## src/rtl/jtag_master_pkg.sv

```systemverilog
// Shared types and sequence constants for the JTAG master.
package jtag_master_pkg;

    typedef enum logic [1:0] {
        OP_TLR = 2'd0,
        OP_IR  = 2'd1,
        OP_DR  = 2'd2,
        OP_RTI = 2'd3
    } jtag_op_e;

    typedef enum logic [2:0] {
        IDLE,
        AUTO_TLR,
        PREAMBLE,
        SHIFT,
        POSTAMBLE,
        RESP
    } jtag_state_e;

    localparam int TLR_LEN    = 6;
    localparam int IR_PRE_LEN = 4;
    localparam int DR_PRE_LEN = 3;
    localparam int POST_LEN   = 2;

    // Number of TCK cycles that walk the TAP from Run-Test/Idle into a shift state.
    function automatic logic [6:0] pre_len(jtag_op_e op);
        return (op == OP_IR) ? 7'(IR_PRE_LEN) : 7'(DR_PRE_LEN);
    endfunction

    // TMS level for TCK cycle idx of the given phase.
    function automatic logic phase_tms(jtag_state_e st, logic [6:0] idx,
                                       jtag_op_e op, logic [6:0] len);
        logic tms;
        tms = 1'b0;
        case (st)
            AUTO_TLR:  tms = (idx < 7'(TLR_LEN - 1));
            PREAMBLE:  tms = (op == OP_IR) ? (idx < 7'd2) : (idx == 7'd0);
            SHIFT:     tms = (op != OP_RTI) && (idx == len - 7'd1);
            POSTAMBLE: tms = (idx == 7'd0);
            default:   tms = 1'b0;
        endcase
        return tms;
    endfunction

endpackage

```

## src/rtl/jtag_master_tck_gen.sv

```systemverilog
// TCK generator: divides clk by CLK_DIV per half period while run is high.
// The rise/fall strobes mark the clk cycle whose closing edge moves TCK.
module jtag_tck_gen #(
    parameter int CLK_DIV = 2
) (
    input  logic clk,
    input  logic rst,
    input  logic run,
    output logic tck,
    output logic tck_rise,
    output logic tck_fall
);

    logic [7:0] cnt;
    logic       wrap;

    assign wrap     = run && (cnt == 8'(CLK_DIV - 1));
    assign tck_rise = wrap && !tck;
    assign tck_fall = wrap && tck;

    // Half-period counter; TCK parks low whenever no command is running.
    always_ff @(posedge clk or posedge rst) begin
        if (rst) begin
            cnt <= 8'd0;
            tck <= 1'b0;
        end else if (!run) begin
            cnt <= 8'd0;
            tck <= 1'b0;
        end else if (wrap) begin
            cnt <= 8'd0;
            tck <= ~tck;
        end else begin
            cnt <= cnt + 8'd1;
        end
    end

endmodule

```

## src/rtl/jtag_master.sv

```systemverilog
// JTAG master: executes TLR / IR scan / DR scan / RTI-idle commands on a TAP
// chain, one command in flight, returning captured TDO bits per command.
module jtag_master
    import jtag_master_pkg::*;
#(
    parameter int CLK_DIV = 2,
    parameter int MAX_LEN = 64
) (
    input  logic               clk,
    input  logic               rst,
    input  logic               cmd_valid,
    output logic               cmd_ready,
    input  logic [1:0]         cmd_op,
    input  logic [6:0]         cmd_len,
    input  logic [MAX_LEN-1:0] cmd_data,
    output logic               rsp_valid,
    input  logic               rsp_ready,
    output logic [MAX_LEN-1:0] rsp_data,
    output logic               rsp_err,
    output logic               jtag_tck,
    output logic               jtag_tms,
    output logic               jtag_tdi,
    output logic               jtag_trst_n,
    input  logic               jtag_tdo
);

    jtag_state_e        state, state_n;
    jtag_op_e           op_q, op_n;
    logic [6:0]         idx, idx_n;
    logic [6:0]         len_q, len_n;
    logic [MAX_LEN-1:0] data_sr, data_n;
    logic [MAX_LEN-1:0] cap_q, cap_n;
    logic [MAX_LEN-1:0] rsp_data_q, rsp_data_n;
    logic               rsp_err_q, rsp_err_n;
    logic               tap_known, tap_known_n;
    logic               tms_q, tms_n;
    logic               tdi_q, tdi_n;
    logic               trst_n_q;
    logic               run;
    logic               tck_rise, tck_fall;

    assign run         = (state == AUTO_TLR) || (state == PREAMBLE) ||
                         (state == SHIFT) || (state == POSTAMBLE);
    assign cmd_ready   = (state == IDLE) && trst_n_q;
    assign rsp_valid   = (state == RESP);
    assign rsp_data    = rsp_data_q;
    assign rsp_err     = rsp_err_q;
    assign jtag_tms    = tms_q;
    assign jtag_tdi    = tdi_q;
    assign jtag_trst_n = trst_n_q;

    jtag_tck_gen #(
        .CLK_DIV (CLK_DIV)
    ) u_tck_gen (
        .clk      (clk),
        .rst      (rst),
        .run      (run),
        .tck      (jtag_tck),
        .tck_rise (tck_rise),
        .tck_fall (tck_fall)
    );

    // State and datapath registers; reset parks the TAP pins and forgets the TAP state.
    always_ff @(posedge clk or posedge rst) begin
        if (rst) begin
            state      <= IDLE;
            op_q       <= OP_TLR;
            idx        <= 7'd0;
            len_q      <= 7'd0;
            data_sr    <= '0;
            cap_q      <= '0;
            rsp_data_q <= '0;
            rsp_err_q  <= 1'b0;
            tap_known  <= 1'b0;
            tms_q      <= 1'b1;
            tdi_q      <= 1'b0;
            trst_n_q   <= 1'b0;
        end else begin
            state      <= state_n;
            op_q       <= op_n;
            idx        <= idx_n;
            len_q      <= len_n;
            data_sr    <= data_n;
            cap_q      <= cap_n;
            rsp_data_q <= rsp_data_n;
            rsp_err_q  <= rsp_err_n;
            tap_known  <= tap_known_n;
            tms_q      <= tms_n;
            tdi_q      <= tdi_n;
            trst_n_q   <= 1'b1;
        end
    end

    // Command sequencing; phases advance on TCK falling strobes, TDO is captured on rising ones.
    always_comb begin
        state_n     = state;
        op_n        = op_q;
        idx_n       = idx;
        len_n       = len_q;
        data_n      = data_sr;
        cap_n       = cap_q;
        rsp_data_n  = rsp_data_q;
        rsp_err_n   = rsp_err_q;
        tap_known_n = tap_known;

        case (state)
            IDLE: begin
                if (cmd_valid && cmd_ready) begin
                    op_n       = jtag_op_e'(cmd_op);
                    len_n      = cmd_len;
                    data_n     = cmd_data;
                    cap_n      = '0;
                    idx_n      = 7'd0;
                    rsp_data_n = '0;
                    rsp_err_n  = 1'b0;
                    if ((op_n == OP_IR || op_n == OP_DR) &&
                        (cmd_len == 7'd0 || int'(cmd_len) > MAX_LEN)) begin
                        rsp_err_n = 1'b1;
                        state_n   = RESP;
                    end else if (op_n == OP_RTI && cmd_len == 7'd0) begin
                        state_n = RESP;
                    end else if (op_n == OP_TLR || !tap_known) begin
                        state_n = AUTO_TLR;
                    end else if (op_n == OP_RTI) begin
                        state_n = SHIFT;
                    end else begin
                        state_n = PREAMBLE;
                    end
                end
            end
            AUTO_TLR: begin
                if (tck_fall) begin
                    if (idx == 7'(TLR_LEN - 1)) begin
                        idx_n       = 7'd0;
                        tap_known_n = 1'b1;
                        if (op_q == OP_TLR) begin
                            state_n = RESP;
                        end else if (op_q == OP_RTI) begin
                            state_n = SHIFT;
                        end else begin
                            state_n = PREAMBLE;
                        end
                    end else begin
                        idx_n = idx + 7'd1;
                    end
                end
            end
            PREAMBLE: begin
                if (tck_fall) begin
                    if (idx == pre_len(op_q) - 7'd1) begin
                        idx_n   = 7'd0;
                        state_n = SHIFT;
                    end else begin
                        idx_n = idx + 7'd1;
                    end
                end
            end
            SHIFT: begin
                if (tck_rise && op_q != OP_RTI) begin
                    cap_n = {jtag_tdo, cap_q[MAX_LEN-1:1]};
                end
                if (tck_fall) begin
                    data_n = data_sr >> 1;
                    if (idx == len_q - 7'd1) begin
                        idx_n   = 7'd0;
                        state_n = (op_q == OP_RTI) ? RESP : POSTAMBLE;
                    end else begin
                        idx_n = idx + 7'd1;
                    end
                end
            end
            POSTAMBLE: begin
                if (tck_fall) begin
                    if (idx == 7'(POST_LEN - 1)) begin
                        state_n    = RESP;
                        rsp_data_n = cap_q >> (MAX_LEN - int'(len_q));
                    end else begin
                        idx_n = idx + 7'd1;
                    end
                end
            end
            RESP: begin
                if (rsp_ready) begin
                    state_n = IDLE;
                end
            end
            default: state_n = IDLE;
        endcase
    end

    // Pin levels for the upcoming TCK cycle; they only move at command start or on a falling strobe.
    always_comb begin
        tms_n = tms_q;
        tdi_n = 1'b0;
        if (state_n == AUTO_TLR || state_n == PREAMBLE ||
            state_n == SHIFT || state_n == POSTAMBLE) begin
            tms_n = phase_tms(state_n, idx_n, op_n, len_n);
            tdi_n = (state_n == SHIFT && op_n != OP_RTI) ? data_n[0] : 1'b0;
        end
    end

endmodule

```

## config.mk

```make
export PLATFORM = sky130hd
export DESIGN_NAME = jtag_master
export DESIGN_NICKNAME = d
export VERILOG_FILES = /design/src/rtl/jtag_master_pkg.sv /design/src/rtl/jtag_master_tck_gen.sv /design/src/rtl/jtag_master.sv
export SDC_FILE = /design/constraint.sdc
export NUM_CORES = 1
export LEC_CHECK = 0
export CAP_MARGIN = 20
export CORE_AREA = 5 5 182 184
export DETAILED_ROUTE_END_ITERATION = 8
export DIE_AREA = 0 0 187 189
export PLACE_DENSITY = 0.65
export SLEW_MARGIN = 40
export SYNTH_ARGS = -nofsm -noshare
export SYNTH_HDL_FRONTEND = slang
export SYNTH_SLANG_ARGS = --single-unit
```

## constraint.sdc

```tcl
create_clock -name clk -period 11.7 [get_ports clk]
set_clock_uncertainty 0.1 [all_clocks]
set_input_delay 3.51 -clock clk [delete_from_list [all_inputs] [get_ports clk]]
set_output_delay 3.51 -clock clk [all_outputs]
set_load 0.01 [all_outputs]
```

==> out/metrics.csv, run 1 <==
stage;metric;value;unit
placement;placed cell area;15870;µm²
worst_setup_path;CP cell instances;clkdlybuf4s50_1 > nand3_1 > o21ai_0 > o21ai_4 > buf_4 > or3b_2 > nor2_2 > nand2_1 > o21ai_0;
logic_synthesis;ys async rst share;1.000;
timing;Worst Tran Pin Value;0.7972;ns
placement;Port Buf Inserts;148;
cells_and_area;Syn-to-layout area delta;18.90;%
clocking;CTS tree;built;
power_and_ir_drop;Int Pwr;1368;µW
global_routing;grt total ovfl;0;
worst_setup_path;Crit Reg-Reg Endpoint;rsp_data[62];
drt;Via density;5.901;
power_and_ir_drop;NetSw;376.1;µW
logic_synthesis;number of synthesized flops with an enable pin;0;
global_routing;total global routing track utilization;0.2163;
worst_setup_path;Setup Crit Path Kind;input pin to flip-flop;
min_path;min-delay src;data_sr[43];
floorplan;full die area;35340;µm²
floorplan;initial cell density of the core;0.4541;
timing;Slew HR;0.4616;
worst_setup_path;buffers and inverters on the worst path;2;
floorplan;I/O pins;149;
worst_setup_path;CP Max Fanout;66;
timing;Max Freq;0.1507;GHz
logic_synthesis;synth top area cells;dfrtp_1 (40%), nand2_1 (13%), mux4_2 (6.8%);
drt;Avg WL per Cell;18.33;µm
floorplan;Rows;65;
worst_setup_path;worst r2r src;state[2];
logic_synthesis;synth warn;0;
timing;Fin Setup TNS;0;ns
clocking;CTS root buffer;clkbuf_16;
drt;First-pass DRT Iterations;6;
timing;Final Max Tran Viols;0;
logic_synthesis;Cell variety after synth;89;
logic_synthesis;post-synthesis net count;1745;
min_path;hold endpoint;data_sr[43];
cells_and_area;commonest non-fill, non-tap cell in the layout;nand2_1;
worst_setup_path;slowest CP cell;or3b_2;
timing;Hold Fails Final Rpt;0;
clocking;# Post-CTS Setup Buffers;0;
floorplan;Die Ht;189;µm
power_and_ir_drop;leakage power;0.007285;µW
global_routing;pin count of the biggest net entering global routing;147;
drt;drt drc;0;
floorplan;core area;31230;µm²
min_path;Hold Path Depth;2;
power_and_ir_drop;power share of the clock group;0.514;
clocking;Clock Sink Count;225;
worst_setup_path;Worst R2R Setup Slack;7.27;ns
cells_and_area;Final Cell Area;16860;µm²
min_path;hold crit path type;flip-flop to flip-flop;
global_routing;initial antenna violation count;0;
cells_and_area;Post-layout nets;1809;
timing;final setup fails;0;
timing;RSZ-0062 raised after global routing;no;
clocking;cts-stage hold buffer count;0;
power_and_ir_drop;Sw Share;0.2156;
logic_synthesis;Most used DFF post-synth;dfrtp_1;
worst_setup_path;CP startpoint kind;input pin;
clocking;CTS clk-pin slew, worst paths;0.06;ns
worst_setup_path;WP data required;12.05;ns
floorplan;Die W;187;µm
placement;Placer Congestion;0.9400;
power_and_ir_drop;sequential share of power;0.449;
power_and_ir_drop;power density cells;103.4;nW/µm²
logic_synthesis;post-synth top area cell;dfrtp_1;
clocking;Post-CTS Resized;0;
run;Max-cap violations;0;
drt;ANT nets after route;0;
placement;Final HPWL DP;27.36;mm
timing;fin crit share;0.5671;
logic_synthesis;Synth top area share;0.3952;
clocking;CTS Buffer Depth;3;
drt;number of DRC markers in iteration 0;1378;
global_routing;vias in the first global route;11886;
cells_and_area;highest-count cells in the layout ignoring fill and taps;nand2_1 (500), dfrtp_1 (223), clkdlybuf4s50_1 (148);
logic_synthesis;mapped cell area;14180;µm²
logic_synthesis;Seq cells post-synth;225;
worst_setup_path;Worst R2R Path Depth;10;
logic_synthesis;sequential area share after synthesis;0.3971;
cells_and_area;# diodes;0;
drt;final wirelength;39.24;mm
power_and_ir_drop;VDD IR max;0.1002;mV
clocking;clk_lat worst skew;0.54;ns
worst_setup_path;crit end category;flip-flop;
clocking;H-tree depth;1;
timing;fin crit period;6.635;ns
worst_setup_path;crit path DAT;6.99;ns
worst_setup_path;Largest delay share family, worst path;simple AND/OR/NAND/NOR gates;
worst_setup_path;CP max stage delay;0.70;ns
cells_and_area;share of layout cells above drive strength 1;0.1024;
clocking;CTS Buf Count;26;
power_and_ir_drop;Comb power frac;0.037;
logic_synthesis;synthesized instance count;1655;
logic_synthesis;Syn Area/Cell;8.569;µm²
worst_setup_path;Crit path top cell by count;o21ai_0;
drt;vias after detailed routing;12635;
global_routing;first-pass GRT wire length;64.33;mm
status;status;completed;
through the flow:
stage	hold WS [ns]	setup slack, ns	util	std cells	total power (µW)
after floorplan	0.3258	1.929	-	1655	822.7
after global placement	0.3481	4.403	0.5067	2090	861.1
after detailed placement	0.3633	4.296	0.5082	2092	862.0
after CTS	0.3769	4.813	0.5385	2140	1761
after global routing	0.3917	4.798	0.5399	2141	1804
final	0.3718	5.065	0.5399	2141	1744
layout make-up:
cell class	count	area, µm²
sequential	225	5635
timing repair buffer	169	1693
inverter	20	88.84
tap	402	503.0
clock buffer	31	689.4
multi-input combinational	1277	7994
fill	2881	14370
clock inverter	17	259.0
Yosys cell counts (10+ instances only):
cell and instances:
nor2b_1 10, nor2_1 72, o21ai_0 65, nor3_1 10, buf_2 17, a21oi_1 81, xor2_1 13, a22o_1 36
inv_1 18, mux2i_1 57, xnor2_1 19, buf_1 14, ha_1 12, mux4_2 43, a211oi_1 29, dfrtp_1 224
a22oi_1 69, o22ai_1 20, nand3_1 86, nand2_1 500, clkbuf_1 91, and3_1 14, a31oi_1 18
registers in the layout (all words and copies together) (netlist names):
signal         count
jtag_tdi           1
state              3
op_q               2
u_tck_gen.cnt      8
rsp_err            1
data_sr           64
jtag_tms           1
tap_known          1
cap_q             64
idx                7
len_q              7
rsp_data          64
jtag_trst_n        1
u_tck_gen.tck      1
worst reg2reg max path, delay by kind of cell, from the launching register on:
kind	cells	cell delay, ns
AND/OR/NAND/NOR	5	2.33
AO/OA/AOI/OAI	3	0.66
flip-flops	1	0.58
buffers and inverters	2	0.65
power groups by stage:
stage / combinational [µW] / sequential (µW) / clock, µW
2_1_floorplan: 25.7 / 797 / 0
3_3_place_gp: 63.4 / 798 / 0
3_5_place_dp: 64.2 / 798 / 0
4_1_cts: 64.5 / 783 / 913
5_1_grt: 71.8 / 783 / 948
6_report: 64.6 / 784 / 896
cells by family (layout without fill, tap and decap cells):
kind of cell             Yosys count  after routing  share of synthesized area
buffers and inverters            153            237                    0.04861
AO/OA/AOI/OAI                    374            374                     0.1800
flip-flops                       225            225                     0.3971
other                              1              1                  0.0002644
multiplexers                     106            106                     0.1133
adder cells (fa/ha/maj)           12             12                    0.01059
XOR/XNOR                          32             32                    0.01976
AND/OR/NAND/NOR                  752            752                     0.2304
worst max path at each step:
stage                          from      endpoint  slack, ns  depth (start not counted)
after floorplan                 rst      cap_q[0]       1.93                          1
after global placement    cmd_valid  rsp_data[62]       4.40                          9
after detailed placement  cmd_valid  rsp_data[62]       4.30                          9
after CTS                 cmd_valid  rsp_data[62]       4.81                          9
after global routing      cmd_valid  rsp_data[48]       4.80                          9
final                     cmd_valid  rsp_data[62]       5.07                          9
routing by layer:
metal  GRT usage  part of all wire  vias to the layer above
li1            -                 -                     5999
met1      0.3215              0.46                     6079
met2      0.3227              0.43                      487
met3     0.04923             0.080                       70
met4     0.05262             0.023                        0
met5           0                 0                        -
Note: power is estimated with default switching activity, not from simulation.
==> run 2: changes to the inputs <==
- clock period: 11.7 -> 6.7 ns (I/O delays scaled with it)
==> run 2 against run 1 <==
  * Sequential share of layout area up 0.079 points
  * Hold slack got worse by 0.014 ns
  * Wire length decreased by 0.25%
  * Register-to-register slack lost 4.6 ns
  * Flip-flop and latch count did not move
  * Power is 66% higher
  * Sequential power is 75% higher
  * Global-route usage barely moved
  * First-iteration DRC count shrank 15%
  * Combinational power up 76%
  * Critical path type unchanged
  * Highest routed layer unchanged
==> out/metrics.csv, run 2 (same netlist as run 1, synthesis figures left out) <==
stage;metric;value;unit
status;status;completed;
timing;fin crit period;4.605;ns
drt;Avg WL per Cell;18.26;µm
global_routing;pin count of the biggest net entering global routing;84;
timing;Fin Setup TNS;0;ns
worst_setup_path;Worst R2R Path Depth;9;
cells_and_area;share of layout cells above drive strength 1;0.1033;
placement;Placer Congestion;0.9284;
cells_and_area;commonest non-fill, non-tap cell in the layout;nand2_1;
clocking;clk_lat worst skew;0.54;ns
power_and_ir_drop;leakage power;0.007271;µW
worst_setup_path;crit path DAT;4.95;ns
cells_and_area;area occupied by multi-input gates;7999;µm²
global_routing;total global routing track utilization;0.2161;
floorplan;I/O pins;149;
timing;Slew HR;0.4552;
cells_and_area;# diodes;0;
clocking;CTS Buf Count;26;
run;Max-cap violations;0;
worst_setup_path;worst r2r src;len_q[0];
global_routing;initial antenna violation count;0;
global_routing;grt total ovfl;0;
timing;RSZ-0062 raised after global routing;no;
clocking;Clock Sink Count;225;
placement;Port Buf Inserts;148;
worst_setup_path;crit end category;flip-flop;
drt;First-pass DRT Iterations;5;
clocking;CTS clk-pin slew, worst paths;0.06;ns
timing;Worst Tran Pin Value;0.8153;ns
worst_setup_path;Crit Reg-Reg Endpoint;rsp_data[6];
min_path;hold endpoint;cap_q[0];
cells_and_area;register area;5635;µm²
cells_and_area;Post-layout nets;1816;
worst_setup_path;Setup Crit Path Kind;input pin to flip-flop;
drt;number of DRC markers in iteration 0;1171;
timing;final setup fails;0;
clocking;H-tree depth;1;
floorplan;core area;31230;µm²
floorplan;Die Ht;189;µm
worst_setup_path;CP Max Fanout;19;
clocking;cts-stage hold buffer count;0;
worst_setup_path;Setup crit start;cmd_valid;
power_and_ir_drop;power density cells;171.9;nW/µm²
cells_and_area;Core Util, Final;0.5387;
min_path;min-delay src;cap_q[0];
global_routing;first-pass GRT wire length;64.31;mm
floorplan;initial cell density of the core;0.4541;
drt;vias after detailed routing;12668;
drt;ANT nets after route;0;
drt;drt drc;0;
clocking;CTS Buffer Depth;3;
timing;Final Max Tran Viols;0;
floorplan;full die area;35340;µm²
placement;Final HPWL DP;28.11;mm
worst_setup_path;Worst R2R Setup Slack;2.65;ns
clocking;CTS root buffer;clkbuf_16;
clocking;CTS tree;built;
min_path;hold crit path type;flip-flop to flip-flop;
drt;final wirelength;39.14;mm
timing;Hold Fails Final Rpt;0;
drt;Via density;5.909;
worst_setup_path;WP data required;7.04;ns
min_path;Hold Path Depth;2;
floorplan;Rows;65;
worst_setup_path;CP startpoint kind;input pin;
cells_and_area;Syn-to-layout area delta;18.62;%
power_and_ir_drop;VDD IR max;0.1507;mV
timing;fin crit share;0.6872;
cells_and_area;fillcell total;2873;
cells_and_area;highest-count cells in the layout ignoring fill and taps;nand2_1 (500), dfrtp_1 (223), clkdlybuf4s50_1 (148);
global_routing;vias in the first global route;11902;
clocking;Post-CTS Resized;0;
timing;Max Freq;0.2172;GHz
floorplan;Die W;187;µm
clocking;# Post-CTS Setup Buffers;0;
-- run 2: critical path, stage by stage --
cell	delay [ns]
clkdlybuf4s50_1	0.51
nand3_1	0.43
o21ai_0	0.35
o21ai_4	0.21
or3b_2	0.67
nor2_1	0.16
buf_4	0.20
nand2_1	0.18
o21ai_0	0.21
-- run 2: how the worst max path moves through the flow --
stage                              end  slack, ns  depth (start not counted)
final                     rsp_data[52]       2.10                          9
after global routing      rsp_data[49]       1.87                          9
after CTS                 rsp_data[51]       2.09                          8
after detailed placement  rsp_data[58]       1.54                          8
after global placement    rsp_data[51]       1.71                          8
after floorplan               cap_q[0]       1.65                          1
-- run 2: area by class of cell --
class | count | area share
multi-input combinational | 1277 | 0.4755
sequential | 225 | 0.3350
timing repair buffer | 176 | 0.1042
clock buffer | 36 | 0.04448
tap | 402 | 0.02990
clock inverter | 8 | 0.006173
inverter | 20 | 0.004760
-- run 2: where the power goes --
part / switching, µW / internal, µW
Combinational: 56.8 / 57.3
Sequential: 5.34 / 1360
Clock: 559 / 850
Total: 621 / 2270
-- run 2: metrics by stage --
stage	cell area (µm²)	std cells	hold WS [ns]	worst slack, ns	total power, µW
6_report	16820	2144	0.3583	2.096	2892
5_1_grt	16820	2144	0.3962	1.869	3000
4_1_cts	16790	2143	0.3621	2.090	2931
3_5_place_dp	15940	2099	0.3492	1.544	1509
3_3_place_gp	15920	2098	0.3430	1.706	1506
2_1_floorplan	14190	1655	0.3258	1.653	1437
-- run 2: per-layer routing --
metal,GRT usage,vias up,routed length [µm]
met5,0,-,0
li1,-,6015,-
met3,0.04609,75,3024
met2,0.3193,480,16790
met4,0.05916,0,1036
met1,0.3229,6098,18290
==> run 3: changes to the inputs <==
- PLACE_DENSITY: 0.65 -> 0.68
- clock period: 6.7 -> 4.2 ns (I/O delays scaled with it)
==> run 3 against run 2 <==
  * Highest routed layer unchanged
  * Via count is 0.67% higher
  * Critical path type unchanged
  * Sequential share of layout area down 0.45 points
  * Combinational power up 61%
  * Wire length is 2.5% higher
  * Power up 66%
  * Die area is the same
  * Core utilization rose by 0.74 points
==> out/metrics.csv, run 3 (same netlist as run 1, synthesis figures left out) <==
stage;metric;value;unit
power_and_ir_drop;VDD IR max;0.2570;mV
drt;final wirelength;40.13;mm
worst_setup_path;Worst R2R Setup Slack;0.67;ns
drt;drt drc;0;
clocking;CTS Buffer Depth;3;
drt;ANT nets after route;0;
drt;met3 WL post-DR;2.919;mm
clocking;cts-stage hold buffer count;0;
min_path;hold crit path type;flip-flop to flip-flop;
clocking;CTS tree;built;
drt;Max Used Layer;met4;
timing;fin crit share;0.8457;
drt;number of DRC markers in iteration 0;1253;
floorplan;I/O pins;149;
timing;Max Freq;0.2815;GHz
clocking;# Post-CTS Setup Buffers;0;
timing;Hold Fails Final Rpt;0;
clocking;CTS Buf Count;25;
floorplan;Die W;187;µm
cells_and_area;Syn-to-layout area delta;20.24;%
cells_and_area;commonest non-fill, non-tap cell in the layout;nand2_1;
cells_and_area;# diodes;0;
clocking;CTS clk-pin slew, worst paths;0.06;ns
placement;Port Buf Inserts;148;
global_routing;vias in the first global route;11940;
timing;Slew HR;0.5020;
floorplan;Die Ht;189;µm
drt;vias after detailed routing;12753;
status;status;completed;
drt;met1 WL;18.70;mm
global_routing;initial antenna violation count;0;
timing;worst hold slack;0.3604;ns
worst_setup_path;WP data required;4.55;ns
clocking;H-tree depth;1;
floorplan;Rows;65;
clocking;clk_lat worst skew;0.55;ns
cells_and_area;highest-count cells in the layout ignoring fill and taps;nand2_1 (500), dfrtp_1 (223), clkdlybuf4s50_1 (148);
clocking;Clock Sink Count;225;
worst_setup_path;crit path DAT;3.91;ns
global_routing;pin count of the biggest net entering global routing;78;
worst_setup_path;crit end category;flip-flop;
timing;final setup fails;0;
drt;Avg WL per Cell;18.57;µm
cells_and_area;share of layout cells above drive strength 1;0.1120;
global_routing;total global routing track utilization;0.2211;
global_routing;first-pass GRT wire length;65.53;mm
floorplan;full die area;35340;µm²
timing;RSZ-0062 raised after global routing;no;
power_and_ir_drop;leakage power;0.007396;µW
floorplan;core area;31230;µm²
placement;Placer Congestion;0.9789;
floorplan;initial cell density of the core;0.4541;
timing;Final Max Tran Viols;0;
timing;fin crit period;3.552;ns
timing;final worst slack;0.6482;ns
worst_setup_path;Setup Crit Path Kind;input pin to flip-flop;
run;Max-cap violations;0;
worst_setup_path;CP startpoint kind;input pin;
power_and_ir_drop;power density cells;281.6;nW/µm²
clocking;Post-CTS Resized;0;
drt;First-pass DRT Iterations;6;
worst_setup_path;CP Max Fanout;4;
cells_and_area;Post-layout nets;1830;
drt;Via density;5.901;
cells_and_area;fillcell total;2856;
placement;pre-CTS WS;0.1353;ns
clocking;CTS root buffer;clkbuf_16;
drt;metal2 WL;17.84;mm
global_routing;grt total ovfl;0;
placement;Final HPWL DP;29.07;mm
timing;Worst Tran Pin Value;0.7434;ns
## run 3: area by class of cell
class	instances	area, µm²	area share
repair buffers	191	1892	0.1109
well taps	402	503.0	0.02950
clock buffers	33	715.7	0.04197
flip-flops and latches	225	5635	0.3305
inverters	20	80.08	0.004696
multi-input cells	1277	8014	0.4700
clock inverters	13	212.7	0.01247
## run 3: worst paths after layout
path,start,endpoint,depth (start not counted)
hold / removal,cap_q[0],cap_q[0],2
setup reg to reg,len_q[0],rsp_data[3],11
min in group asynchronous,rst,rsp_data[56],2
hold reg to reg,cap_q[0],cap_q[0],2
max in group asynchronous,rst,data_sr[38],3
setup / recovery,cmd_len[4],jtag_tms,10
## run 3: stage by stage
stage / setup TNS, ns / instances / utilization / cell area (µm²) / power (µW)
3_3_place_gp: 0 / 2115 / 0.5153 / 16090 / 2406
4_1_cts: 0 / 2161 / 0.5458 / 17050 / 4863
5_1_grt: 0 / 2161 / 0.5460 / 17050 / 4979
2_1_floorplan: -21.77 / 1655 / - / 14190 / 2292
3_5_place_dp: 0 / 2115 / 0.5161 / 16120 / 2407
6_report: 0 / 2161 / 0.5460 / 17050 / 4803
## run 3: report_power, final
part           internal (µW)  switching, µW  leakage (µW)  total (µW)
Clock                   1510            925      0.000450        2440
Sequential              2170           8.39       0.00307        2180
Combinational           92.1           90.8       0.00388         183
Total                   3780           1020       0.00740        4800
## run 3: per-layer routing
layer / GRT usage / vias up
li1: - / 6035
met1: 0.3348 / 6199
met2: 0.3343 / 464
met3: 0.04001 / 55
met4: 0.04608 / 0
met5: 0 / -
## run 3: critical path, cell delays in order
cell and delay (ns):
clkdlybuf4s50_1 0.41, or4_1 0.58, or4_1 0.51, nand4_1 0.10
nand2_1 0.10, nor4_2 0.40, nand3_1 0.12, o22ai_1 0.14
o21ai_0 0.09, o211ai_1 0.18
